`src/rtl/usb_fs_transmitter.sv`:
```
// Full-speed USB packet transmitter: byte stream in, SYNC + NRZI/bit-stuffed data + EOP out.
// Line outputs only change on the clock edge that starts a new bit time.
module usb_fs_transmitter #(
  parameter int unsigned CLOCKS_PER_BIT = 4,
  parameter int unsigned STUFF_LIMIT    = 6
) (
  input  logic       clock48,
  input  logic       reset_n,
  input  logic       tx_valid,
  input  logic [7:0] tx_data,
  input  logic       tx_last,
  output logic       tx_ready,
  output logic       usb_tx_dp,
  output logic       usb_tx_dn,
  output logic       usb_tx_oe,
  output logic       tx_busy,
  output logic       tx_done,
  output logic       tx_underrun
);

  localparam int unsigned PHASE_W = (CLOCKS_PER_BIT > 1) ? $clog2(CLOCKS_PER_BIT) : 1;
  localparam logic [PHASE_W-1:0] PHASE_LAST = PHASE_W'(CLOCKS_PER_BIT - 1);
  localparam logic [2:0] ONES_MAX  = 3'(STUFF_LIMIT);
  localparam logic [7:0] SYNC_BYTE = 8'h80;

  typedef enum logic [2:0] {
    ST_IDLE,
    ST_SYNC,
    ST_DATA,
    ST_EOP_SE0,
    ST_EOP_J
  } state_t;

  state_t             state_q, state_n;
  logic [PHASE_W-1:0] phase_q, phase_n;
  logic [2:0]         bit_idx_q, bit_idx_n;
  logic [7:0]         data_q, data_n;
  logic               last_q, last_n;
  logic [2:0]         ones_q, ones_n;
  logic               level_q, level_n;
  logic               dp_q, dp_n;
  logic               dn_q, dn_n;
  logic               oe_q, oe_n;
  logic               busy_q, busy_n;
  logic               done_q, done_n;
  logic               ready_q, ready_n;

  logic               bit_end;
  logic               stuff_pending;
  logic               send_bit;
  logic               bit_val;
  logic               go_eop;
  logic               underrun_c;

  assign bit_end       = (phase_q == PHASE_LAST);
  assign stuff_pending = (ones_q >= ONES_MAX);

  // Next-state, line coding and handshake decode
  always_comb begin
    state_n    = state_q;
    phase_n    = bit_end ? '0 : phase_q + PHASE_W'(1);
    bit_idx_n  = bit_idx_q;
    data_n     = data_q;
    last_n     = last_q;
    ones_n     = ones_q;
    level_n    = level_q;
    dp_n       = dp_q;
    dn_n       = dn_q;
    oe_n       = oe_q;
    send_bit   = 1'b0;
    bit_val    = 1'b0;
    go_eop     = 1'b0;
    underrun_c = 1'b0;

    case (state_q)
      ST_IDLE: begin
        phase_n = '0;
        if (tx_valid) begin
          data_n    = tx_data;
          last_n    = tx_last;
          state_n   = ST_SYNC;
          bit_idx_n = 3'd0;
          ones_n    = 3'd0;
          level_n   = 1'b1;
          oe_n      = 1'b1;
          send_bit  = 1'b1;
          bit_val   = SYNC_BYTE[0];
        end
      end

      ST_SYNC: begin
        if (bit_end) begin
          send_bit = 1'b1;
          if (bit_idx_q == 3'd7) begin
            state_n   = ST_DATA;
            bit_idx_n = 3'd0;
            bit_val   = data_q[0];
          end else begin
            bit_idx_n = bit_idx_q + 3'd1;
            bit_val   = SYNC_BYTE[bit_idx_n];
          end
        end
      end

      ST_DATA: begin
        if (bit_end) begin
          if (stuff_pending) begin
            // Stuffed zero: forced transition, bit index holds
            send_bit = 1'b1;
            bit_val  = 1'b0;
          end else if (bit_idx_q != 3'd7) begin
            bit_idx_n = bit_idx_q + 3'd1;
            send_bit  = 1'b1;
            bit_val   = data_q[bit_idx_n];
          end else if (last_q) begin
            go_eop = 1'b1;
          end else if (tx_valid) begin
            data_n    = tx_data;
            last_n    = tx_last;
            bit_idx_n = 3'd0;
            send_bit  = 1'b1;
            bit_val   = tx_data[0];
          end else begin
            underrun_c = 1'b1;
            go_eop     = 1'b1;
          end
        end
      end

      ST_EOP_SE0: begin
        if (bit_end) begin
          if (bit_idx_q == 3'd1) begin
            state_n = ST_EOP_J;
            level_n = 1'b1;
            dp_n    = 1'b1;
            dn_n    = 1'b0;
          end else begin
            bit_idx_n = 3'd1;
          end
        end
      end

      ST_EOP_J: begin
        if (bit_end) begin
          state_n = ST_IDLE;
          oe_n    = 1'b0;
          dp_n    = 1'b1;
          dn_n    = 1'b0;
        end
      end

      default: begin
        state_n = ST_IDLE;
        oe_n    = 1'b0;
        dp_n    = 1'b1;
        dn_n    = 1'b0;
      end
    endcase

    if (go_eop) begin
      state_n   = ST_EOP_SE0;
      bit_idx_n = 3'd0;
      dp_n      = 1'b0;
      dn_n      = 1'b0;
    end

    // NRZI: a zero toggles the level, a one holds it and extends the run
    if (send_bit) begin
      if (!bit_val) level_n = ~level_n;
      if (!bit_val)                ones_n = 3'd0;
      else if (ones_n < ONES_MAX)  ones_n = ones_n + 3'd1;
      dp_n = level_n;
      dn_n = ~level_n;
    end

    busy_n  = (state_n != ST_IDLE);
    done_n  = (state_n == ST_EOP_J) && (phase_n == PHASE_LAST);
    ready_n = (state_n == ST_IDLE) ||
              ((state_n == ST_DATA) && (phase_n == PHASE_LAST) && (bit_idx_n == 3'd7) &&
               (ones_n < ONES_MAX) && !last_n);
  end

  always_ff @(posedge clock48 or negedge reset_n) begin
    if (!reset_n) begin
      state_q   <= ST_IDLE;
      phase_q   <= '0;
      bit_idx_q <= 3'd0;
      data_q    <= 8'h00;
      last_q    <= 1'b0;
      ones_q    <= 3'd0;
      level_q   <= 1'b1;
      dp_q      <= 1'b1;
      dn_q      <= 1'b0;
      oe_q      <= 1'b0;
      busy_q    <= 1'b0;
      done_q    <= 1'b0;
      ready_q   <= 1'b1;
    end else begin
      state_q   <= state_n;
      phase_q   <= phase_n;
      bit_idx_q <= bit_idx_n;
      data_q    <= data_n;
      last_q    <= last_n;
      ones_q    <= ones_n;
      level_q   <= level_n;
      dp_q      <= dp_n;
      dn_q      <= dn_n;
      oe_q      <= oe_n;
      busy_q    <= busy_n;
      done_q    <= done_n;
      ready_q   <= ready_n;
    end
  end

  assign tx_ready    = ready_q;
  assign usb_tx_dp   = dp_q;
  assign usb_tx_dn   = dn_q;
  assign usb_tx_oe   = oe_q;
  assign tx_busy     = busy_q;
  assign tx_done     = done_q;
  assign tx_underrun = underrun_c;

endmodule

```
`config.mk`:
```
export PLATFORM = sky130hd
export DESIGN_NAME = usb_fs_transmitter
export DESIGN_NICKNAME = d
export VERILOG_FILES = /design/src/rtl/usb_fs_transmitter.sv
export SDC_FILE = /design/constraint.sdc
export NUM_CORES = 1
export LEC_CHECK = 0
export CORE_ASPECT_RATIO = 1.4
export CORE_MARGIN = 2
export CORE_UTILIZATION = 50
export DETAILED_ROUTE_END_ITERATION = 16
export PLACE_DENSITY = 0.8
export SYNTH_ARGS = -nofsm -noshare
export SYNTH_HDL_FRONTEND = slang
export SYNTH_SLANG_ARGS = --single-unit
```
`constraint.sdc`:
```
create_clock -name clock48 -period 2.8 [get_ports clock48]
set_clock_uncertainty 0.05 [all_clocks]
set_input_delay 0.42 -clock clock48 [delete_from_list [all_inputs] [get_ports clock48]]
set_output_delay 0.42 -clock clock48 [all_outputs]
set_load 0.1 [all_outputs]
```
==> results.json, run 1 <==
{
  "p_leak_nw": 0.931,
  "hold_class": "flip-flop to flip-flop",
  "start_util_pct": 51.1,
  "pre_cts_ws_ns": 0.0373,
  "rows": 26,
  "tightest_slew_ns": 0.637,
  "crit_required_ns": 2.96,
  "synthDistinctLibCells": 60,
  "firstDrtPassIters": 4,
  "p_per_area_nw_per_um2": 984,
  "yosysSeqAreaShare_pct": 37.2,
  "worst-path-buf-inv": 0,
  "drt_iter0_drc": 68,
  "crit_type": "flip-flop to flip-flop",
  "ant_nets": 0,
  "synth_top_cell_area_share_pct": 32.9,
  "fin_nets": 238,
  "path_delay_family": "simple AND/OR/NAND/NOR gates",
  "synthFlopType": "dfrtp_1",
  "antenna_found_initial": 0,
  "track_usage_pct": 23.7,
  "gp_congestion": 0.917,
  "finalSetupViolCount": 0,
  "synth_area_leaders": "dfrtp_1 (33%), mux2_2 (4.9%), ha_1 (4.8%), dfstp_2 (4.3%), nor3_1 (2.7%)",
  "layout-drive-gt1-share_pct": 24.3,
  "cp_slowest_cell": "or4_1",
  "num_antenna_cells": 0,
  "maxSlewHeadroom_pct": 57.0,
  "cts_buffer_depth": 2,
  "cts-hold-fix-buffers": 0,
  "clock.fmax_mhz": 375,
  "synth-seq-cells": 27,
  "hold_slack_ns": 0.433,
  "syn_nets": 212,
  "cts_setup_buffers": 0,
  "routed_wl_mm": 4.45,
  "max_stage_delay_ns": 0.51,
  "io-pin-count": 19,
  "insertion_delay_ns": 0.28,
  "fillers": 321,
  "avgSynthCellArea_um2": 9.47,
  "area_growth_pct": 18.2,
  "synth-edff-count": 0,
  "clockRootBuffer": "clkbuf_8",
  "core_um2": 3580,
  "vias_per_cell": 6.28,
  "rsz0062_at_grt": "no",
  "routedWlPerCell_um": 17.1,
  "maxCapViolCount": 0,
  "port_buffers": 18,
  "timing.final.crit_period_ns": 2.66,
  "min_period_over_period_pct": 95.2,
  "grt_pass1_vias": 1510,
  "critical_path.startpoint_type": "flip-flop",
  "cp-end-kind": "flip-flop",
  "dp.cells": 256,
  "drc": 0,
  "cp_max_fo": 6,
  "fin_tns_setup_ns": 0,
  "final_common_cell": "dfrtp_1",
  "grt_pass1_wl_mm": 7.13,
  "cpMostUsedCell": "ha_1",
  "final_cells": 260,
  "die_h_um": 75.5,
  "p_total_mw": 2.13,
  "final_cell_mix": "dfrtp_1 (24), buf_4 (22), nor2_1 (11), nand2_1 (11), clkdlybuf4s50_1 (11)",
  "irDropWorstVdd_mv": 0.652,
  "vias": 1634,
  "slew_viol_final": 0,
  "setup_slack_ns": 0.136,
  "synth_top_area_cell": "dfrtp_1",
  "synth_cells": 193,
  "cp_cell_sequence": "ha_1 -> ha_1 -> and4b_4 -> or4_4 -> o221ai_2 -> nor2_2 -> or4_1 -> a21oi_1",
  "status": "complete, no violations",
  "clk_pin_slew_ns": 0.09,
  "die_x_um": 55.1,
  "finalHoldViolations": 0,
  "die_area_um2": 4160,
  "cts_resized": 0,
  "yosysWarnings": 0,
  "cts_sinks": 27,
  "crit_arrival_ns": 2.82,
  "grt_max_degree": 28,
  "numCtsBuffers": 3,
  "multi_input_area_um2": 1070,
  "hpwlAfterDp_mm": 3.32,
  "cts_tree": "done",
  "cts_max_level": 1,
  "syn_area_um2": 1830,
  "async_flop_share_pct": 100,
  "gr-total-overflow": 0,
  "regArea_um2": 679
}
## layout make-up
class	instances	share of cell area, %
Clock buffer	4	2.08
Inverter	6	1.04
Multi-Input combinational cell	147	49.3
Sequential cell	27	31.4
Tap cell	42	2.43
Timing Repair Buffer	34	13.7
## where the power goes
part           total (mW)  internal, mW  leakage (nW)  switching, mW
sequential          0.652         0.551         0.326          0.100
combinational        1.25         0.493         0.582          0.757
clock               0.224         0.102        0.0228          0.122
## cell families after synthesis
group | count (synthesis) | share of synthesized area (%)
AOI/OAI and AO/OA | 46 | 18.8
xor gates and xnor gates | 2 | 0.958
and+or+nand+nor | 80 | 25.7
adders and majority gates | 7 | 4.79
muxes | 12 | 7.80
DFF | 27 | 37.2
buffers and inverters | 19 | 4.79
## state kept, by name (all words and copies together), names as in the netlist
signal / flops
usb_tx_oe: 1
tx_done: 1
last_q: 1
phase_q: 2
tx_ready: 1
data_q: 8
state_q: 3
tx_busy: 1
ones_q: 3
usb_tx_dp: 1
level_q: 1
bit_idx_q: 3
usb_tx_dn: 1
## worst paths after layout
path | from | end | slack (ns) | cells past startpoint
min | phase_q[0]$_DFF_PN0_ | phase_q[0]$_DFF_PN0_ | 0.43 | 1
max reg2reg | bit_idx_q[1]$_DFF_PN0_ | level_q$_DFF_PN1_ | 0.14 | 8
min in group asynchronous | reset_n | tx_done$_DFF_PN0_ | 0.45 | 2
max | bit_idx_q[1]$_DFF_PN0_ | level_q$_DFF_PN1_ | 0.14 | 8
min reg2reg | phase_q[0]$_DFF_PN0_ | phase_q[0]$_DFF_PN0_ | 0.43 | 1
max in group asynchronous | reset_n | usb_tx_dp$_DFFE_PN1P_ | 1.94 | 2
## cells in the mapped netlist, drive strengths merged (2+ instances only)
cell and n:
buf 6, or4 2, nor4 3, o21ai 10, dfstp 3, o21a 3
or3 2, and2 6, and3 4, a21oi 7, a31oi 4, clkbuf 7
or2 2, o31ai 2, mux2i 3, dfrtp 24, a2111oi 3, ha 7
nand2b 4, nor3 10, mux2 8, inv 6, nor3b 2, o2bb2ai 2
xnor2 2, nand3 7, nor2b 6, a311oi 2, and4b 2, nor2 12
nand2 11
## routing by layer
layer  share of wire, %  wire (um)  GRT usage [%]  vias to the layer above
met5                  0          0              0                        -
met4                4.1        184           11.4                        0
met3                4.5        202           1.76                       20
met2                 51       2250           37.6                       59
met1                 41       1810           32.5                      780
li1                   -          -              -                      775
## through the flow
| stage | cell area, um2 | utilization, % |
|---|---|---|
| 2_1_floorplan | 1830 | - |
| 3_3_place_gp | 2120 | 59.1 |
| 3_5_place_dp | 2120 | 59.1 |
| 4_1_cts | 2160 | 60.4 |
| 5_1_grt | 2160 | 60.4 |
| 6_report | 2160 | 60.4 |
(Power assumes the default switching activity.)
==> run 2: changes to the inputs <==
--- a/config.mk
+++ b/config.mk
@@ -10,6 +10,7 @@
 export CORE_UTILIZATION = 50
 export DETAILED_ROUTE_END_ITERATION = 16
 export PLACE_DENSITY = 0.8
+export SKIP_CTS_REPAIR_TIMING = 1
 export SYNTH_ARGS = -nofsm -noshare
 export SYNTH_HDL_FRONTEND = slang
 export SYNTH_SLANG_ARGS = --single-unit
==> constraint.sdc (replaced) <==
create_clock -name clock48 -period 3.35 [get_ports clock48]
set_clock_uncertainty 0.05 [all_clocks]
set_input_delay 0.5025 -clock clock48 [delete_from_list [all_inputs] [get_ports clock48]]
set_output_delay 0.5025 -clock clock48 [all_outputs]
set_load 0.1 [all_outputs]
==> run 2 against run 1 <==
- non-clock buffer count is 10 lower
- routed wire length is 6.5% lower
- clock-buffer cell count stayed put
- utilization is 2.2 points lower
- sequential power is 15% lower
- critical path depth stayed put
- combinational power is 21% lower
- setup slack better by 0.36 ns
- hold slack worse by 0.0089 ns
- flip-flop and latch count stayed put
- total power is 19% lower
- register-to-register slack better by 0.36 ns
==> results.json, run 2 (synthesis gave the netlist of run 1 again) <==
{
  "p_switching_mw": 0.791,
  "vias": 1609,
  "drc": 0,
  "cts_max_level": 1,
  "fillers": 318,
  "rsz0062_at_grt": "no",
  "grt_pass1_vias": 1524,
  "fin_nets": 228,
  "die_h_um": 75.5,
  "seqPwrFrac_pct": 32.3,
  "antenna_found_initial": 0,
  "firstDrtPassIters": 4,
  "layout-drive-gt1-share_pct": 18.8,
  "critical_path.startpoint_type": "flip-flop",
  "insertion_delay_ns": 0.27,
  "core_um2": 3580,
  "cts_sinks": 27,
  "finalSetupViolCount": 0,
  "gp_congestion": 0.911,
  "die_area_um2": 4160,
  "status": "complete, no violations",
  "num_antenna_cells": 0,
  "timing.final.crit_period_ns": 2.86,
  "port_buffers": 18,
  "hpwlAfterDp_mm": 3.08,
  "routed_wl_mm": 4.16,
  "track_usage_pct": 23.2,
  "gr-total-overflow": 0,
  "largest_register_ffs": 8,
  "routedWlPerCell_um": 16.6,
  "area_growth_pct": 14.0,
  "regMostFlops": "data_q",
  "final_cells": 250,
  "final_cell_mix": "dfrtp_1 (24), clkdlybuf4s50_1 (15), nor2_1 (11), nand2_1 (11), o21ai_0 (10)",
  "rows": 26,
  "finalHoldViolations": 0,
  "clk_pin_slew_ns": 0.09,
  "numCtsBuffers": 3,
  "die_x_um": 55.1,
  "clock.fmax_mhz": 350,
  "drt_iter0_drc": 86,
  "final_common_cell": "dfrtp_1",
  "cts_buffer_depth": 2,
  "p_per_area_nw_per_um2": 826,
  "hold_class": "flip-flop to flip-flop",
  "p_leak_nw": 0.877,
  "cts_tree": "done",
  "hold_depth": 1,
  "ff2ff_path_depth": 8,
  "dp.cells": 246,
  "cp-end-kind": "flip-flop",
  "crit_type": "flip-flop to flip-flop",
  "fin_tns_setup_ns": 0,
  "grt_pass1_wl_mm": 7.07,
  "crit_arrival_ns": 3.02,
  "clockRootBuffer": "clkbuf_8",
  "comb_power_share_pct": 57.1,
  "start_util_pct": 51.1,
  "maxSlewHeadroom_pct": 35.6,
  "crit_required_ns": 3.51,
  "sw_frac_of_total_pct": 46.0,
  "hold_slack_ns": 0.424,
  "io-pin-count": 19,
  "irDropWorstVdd_mv": 0.557,
  "tightest_slew_ns": 0.963,
  "p_int_mw": 0.930,
  "grt_max_degree": 28,
  "cp_max_fo": 12,
  "slew_viol_final": 0,
  "p_clk_share_pct": 10.5,
  "vias_per_cell": 6.44,
  "min_period_over_period_pct": 85.4,
  "maxCapViolCount": 0,
  "ant_nets": 0
}
[run 2: through the flow]
stage / area, um2 / worst slack (ns) / util, % / power [mW]
6_report: 2080 / 0.491 / 58.2 / 1.72
5_1_grt: 2080 / 0.320 / 58.2 / 1.85
4_1_cts: 2080 / 0.481 / 58.2 / 1.72
3_5_place_dp: 2040 / 0.379 / 57.0 / 1.53
3_3_place_gp: 2040 / 0.430 / 57.0 / 1.51
2_1_floorplan: 1830 / 0.561 / - / 1.31
[run 2: critical path, stage by stage, from the launching register on]
cell and delay, ns:
dfrtp_1 0.50, ha_1 0.27, ha_1 0.32, and4b_4 0.25, or4_4 0.42, o221ai_2 0.19
nor2_2 0.12, or4_1 0.52, a21oi_1 0.15
[run 2: power groups by stage]
stage	clock network (mW)	registers, mW	logic (mW)
global placement	0	0.557	0.954
floorplan	0	0.680	0.633
CTS	0.189	0.557	0.976
finish	0.182	0.556	0.983
global route	0.203	0.576	1.07
detailed placement	0	0.562	0.971
[run 2: worst paths after layout]
kind                                         from                   end  slack, ns
setup / recovery           bit_idx_q[0]$_DFF_PN0_     level_q$_DFF_PN1_       0.49
setup reg to reg           bit_idx_q[0]$_DFF_PN0_     level_q$_DFF_PN1_       0.49
hold / removal               phase_q[0]$_DFF_PN0_  phase_q[0]$_DFF_PN0_       0.42
max in group asynchronous                 reset_n    tx_ready$_DFF_PN1_       2.40
hold reg to reg              phase_q[0]$_DFF_PN0_  phase_q[0]$_DFF_PN0_       0.42
min in group asynchronous                 reset_n  phase_q[0]$_DFF_PN0_       0.55
[run 2: area by class of cell]
cell class	instances	area, um2	area share [%]
well taps	42	52.6	2.52
multi-input cells	147	1070	51.2
repair buffers	24	218	10.5
clock buffers	4	45.0	2.16
flip-flops and latches	27	679	32.6
inverters	6	22.5	1.08
[run 2: routing by layer]
metal / share of wire (%) / GRT usage [%] / wire [um]
met5: 0 / 0 / 0
met4: 3.6 / 11.1 / 148
met3: 5.2 / 1.96 / 217
met2: 51 / 37.6 / 2130
met1: 40 / 31.1 / 1660
==> run 3: changes to the inputs <==
--- a/config.mk
+++ b/config.mk
@@ -5,11 +5,11 @@
 export SDC_FILE = /design/constraint.sdc
 export NUM_CORES = 1
 export LEC_CHECK = 0
-export CORE_ASPECT_RATIO = 1.4
+export CORE_ASPECT_RATIO = 0.5
 export CORE_MARGIN = 2
-export CORE_UTILIZATION = 50
+export CORE_UTILIZATION = 61
 export DETAILED_ROUTE_END_ITERATION = 16
-export PLACE_DENSITY = 0.8
+export PLACE_DENSITY = 0.93
 export SKIP_CTS_REPAIR_TIMING = 1
 export SYNTH_ARGS = -nofsm -noshare
 export SYNTH_HDL_FRONTEND = slang
==> run 3 against run 2 <==
- design area shrank 0.12%
- setup slack lost 0.029 ns
- clock power grew 7%
- global-route usage grew 6.2 points
- routed wire length grew 5.7%
- critical endpoint is now tx_underrun
- highest routed layer unchanged
==> results.json, run 3 (synthesis gave the netlist of run 1 again) <==
{
  "status": "complete, no violations",
  "area_growth_pct": 13.8,
  "timing.final.crit_period_ns": 2.89,
  "cts_sinks": 27,
  "finalSetupViolCount": 0,
  "tightest_slew_ns": 0.980,
  "p_total_mw": 1.75,
  "gr-total-overflow": 0,
  "maxCapViolCount": 0,
  "rows": 13,
  "drc": 0,
  "fin_tns_setup_ns": 0,
  "setup_slack_ns": 0.462,
  "cts_max_level": 1,
  "clk_pin_slew_ns": 0.10,
  "routedWlPerCell_um": 17.9,
  "insertion_delay_ns": 0.28,
  "firstDrtPassIters": 5,
  "hpwlAfterDp_mm": 3.27,
  "die_h_um": 42.7,
  "final_cell_mix": "dfrtp_1 (24), clkdlybuf4s50_1 (15), nor2_1 (11), nand2_1 (11), o21ai_0 (10)",
  "rsz0062_at_grt": "no",
  "antenna_found_initial": 0,
  "finalHoldViolations": 0,
  "cp_max_fo": 19,
  "dp.cells": 241,
  "grt_pass1_wl_mm": 7.69,
  "numCtsBuffers": 3,
  "grt_pass1_vias": 1611,
  "crit_arrival_ns": 2.34,
  "clock.fmax_mhz": 346,
  "start_util_pct": 67.3,
  "die_area_um2": 3480,
  "fillers": 190,
  "final_common_cell": "dfrtp_1",
  "die_x_um": 81.4,
  "routed_wl_mm": 4.40,
  "crit_type": "flip-flop to output pin",
  "p_leak_nw": 0.875,
  "cp-end-kind": "output pin",
  "vias_per_cell": 6.59,
  "io-pin-count": 19,
  "largest_register_ffs": 8,
  "core_um2": 2720,
  "slew_viol_final": 0,
  "drt_iter0_drc": 161,
  "fin_area_um2": 2080,
  "multi_input_area_um2": 1070,
  "p_per_area_nw_per_um2": 842,
  "min_period_over_period_pct": 86.2,
  "regMostFlops": "data_q",
  "critical_path.startpoint_type": "flip-flop",
  "port_buffers": 18,
  "vias": 1614,
  "fin_nets": 228,
  "placed_area_um2": 2030,
  "track_usage_pct": 29.4,
  "final_cells": 245,
  "layout-drive-gt1-share_pct": 19.2,
  "grt_max_degree": 28,
  "crit_required_ns": 2.80,
  "pre_cts_ws_ns": 0.353,
  "num_antenna_cells": 0,
  "irDropWorstVdd_mv": 0.443,
  "clockRootBuffer": "clkbuf_8",
  "maxSlewHeadroom_pct": 34.4,
  "cts_buffer_depth": 2,
  "regArea_um2": 679,
  "ant_nets": 0,
  "gp_congestion": 0.968,
  "hold_class": "flip-flop to flip-flop",
  "cts_tree": "done"
}
[run 3: worst max-delay path, cell delays in order, from the launching register on]
cell and delay, ns:
dfrtp_1 0.39, ha_1 0.58, nand2b_1 0.23, nor3_1 0.32, nand2_1 0.11, nor3_2 0.11, buf_4 0.31
[run 3: path summary, 6_finish.rpt]
kind	start	end	slack [ns]	depth (start not counted)
max in group asynchronous	reset_n	tx_ready$_DFF_PN1_	2.40	2
setup / recovery	phase_q[0]$_DFF_PN0_	tx_underrun	0.46	6
hold reg to reg	phase_q[0]$_DFF_PN0_	phase_q[0]$_DFF_PN0_	0.44	1
min in group asynchronous	reset_n	usb_tx_oe$_DFFE_PN0P_	0.53	2
setup reg to reg	bit_idx_q[0]$_DFF_PN0_	level_q$_DFF_PN1_	0.52	8
hold / removal	phase_q[0]$_DFF_PN0_	phase_q[0]$_DFF_PN0_	0.44	1
[run 3: final cells by class]
cell class / count / area share (%)
Tap cell: 37 / 2.22
Inverter: 6 / 1.08
Clock buffer: 3 / 1.98
Clock inverter: 1 / 0.361
Timing Repair Buffer: 24 / 10.5
Multi-Input combinational cell: 147 / 51.2
Sequential cell: 27 / 32.7
[run 3: per-layer routing]
layer  routed length, um  up-vias  share of wire (%)  global-route usage, %
met4                  76        0                1.7                   7.12
met2                1990       86                 45                   45.7
met3                 386       16                8.8                   8.09
li1                    -      751                  -                      -
met5                   0        -                  0                      0
met1                1950      761                 44                   40.8
[run 3: through the flow]
stage                     hold WS (ns)  util, %
after floorplan                  0.157        -
after global placement           0.407     74.8
after detailed placement         0.418     74.8
after CTS                        0.440     76.6
after global routing             0.482     76.6
final                            0.439     76.6
[run 3: power breakdown]
group	switching [mW]	internal, mW	leakage (nW)
clock network	0.110	0.0847	0.0217
logic	0.611	0.386	0.528
registers	0.101	0.460	0.326
total	0.822	0.931	0.875
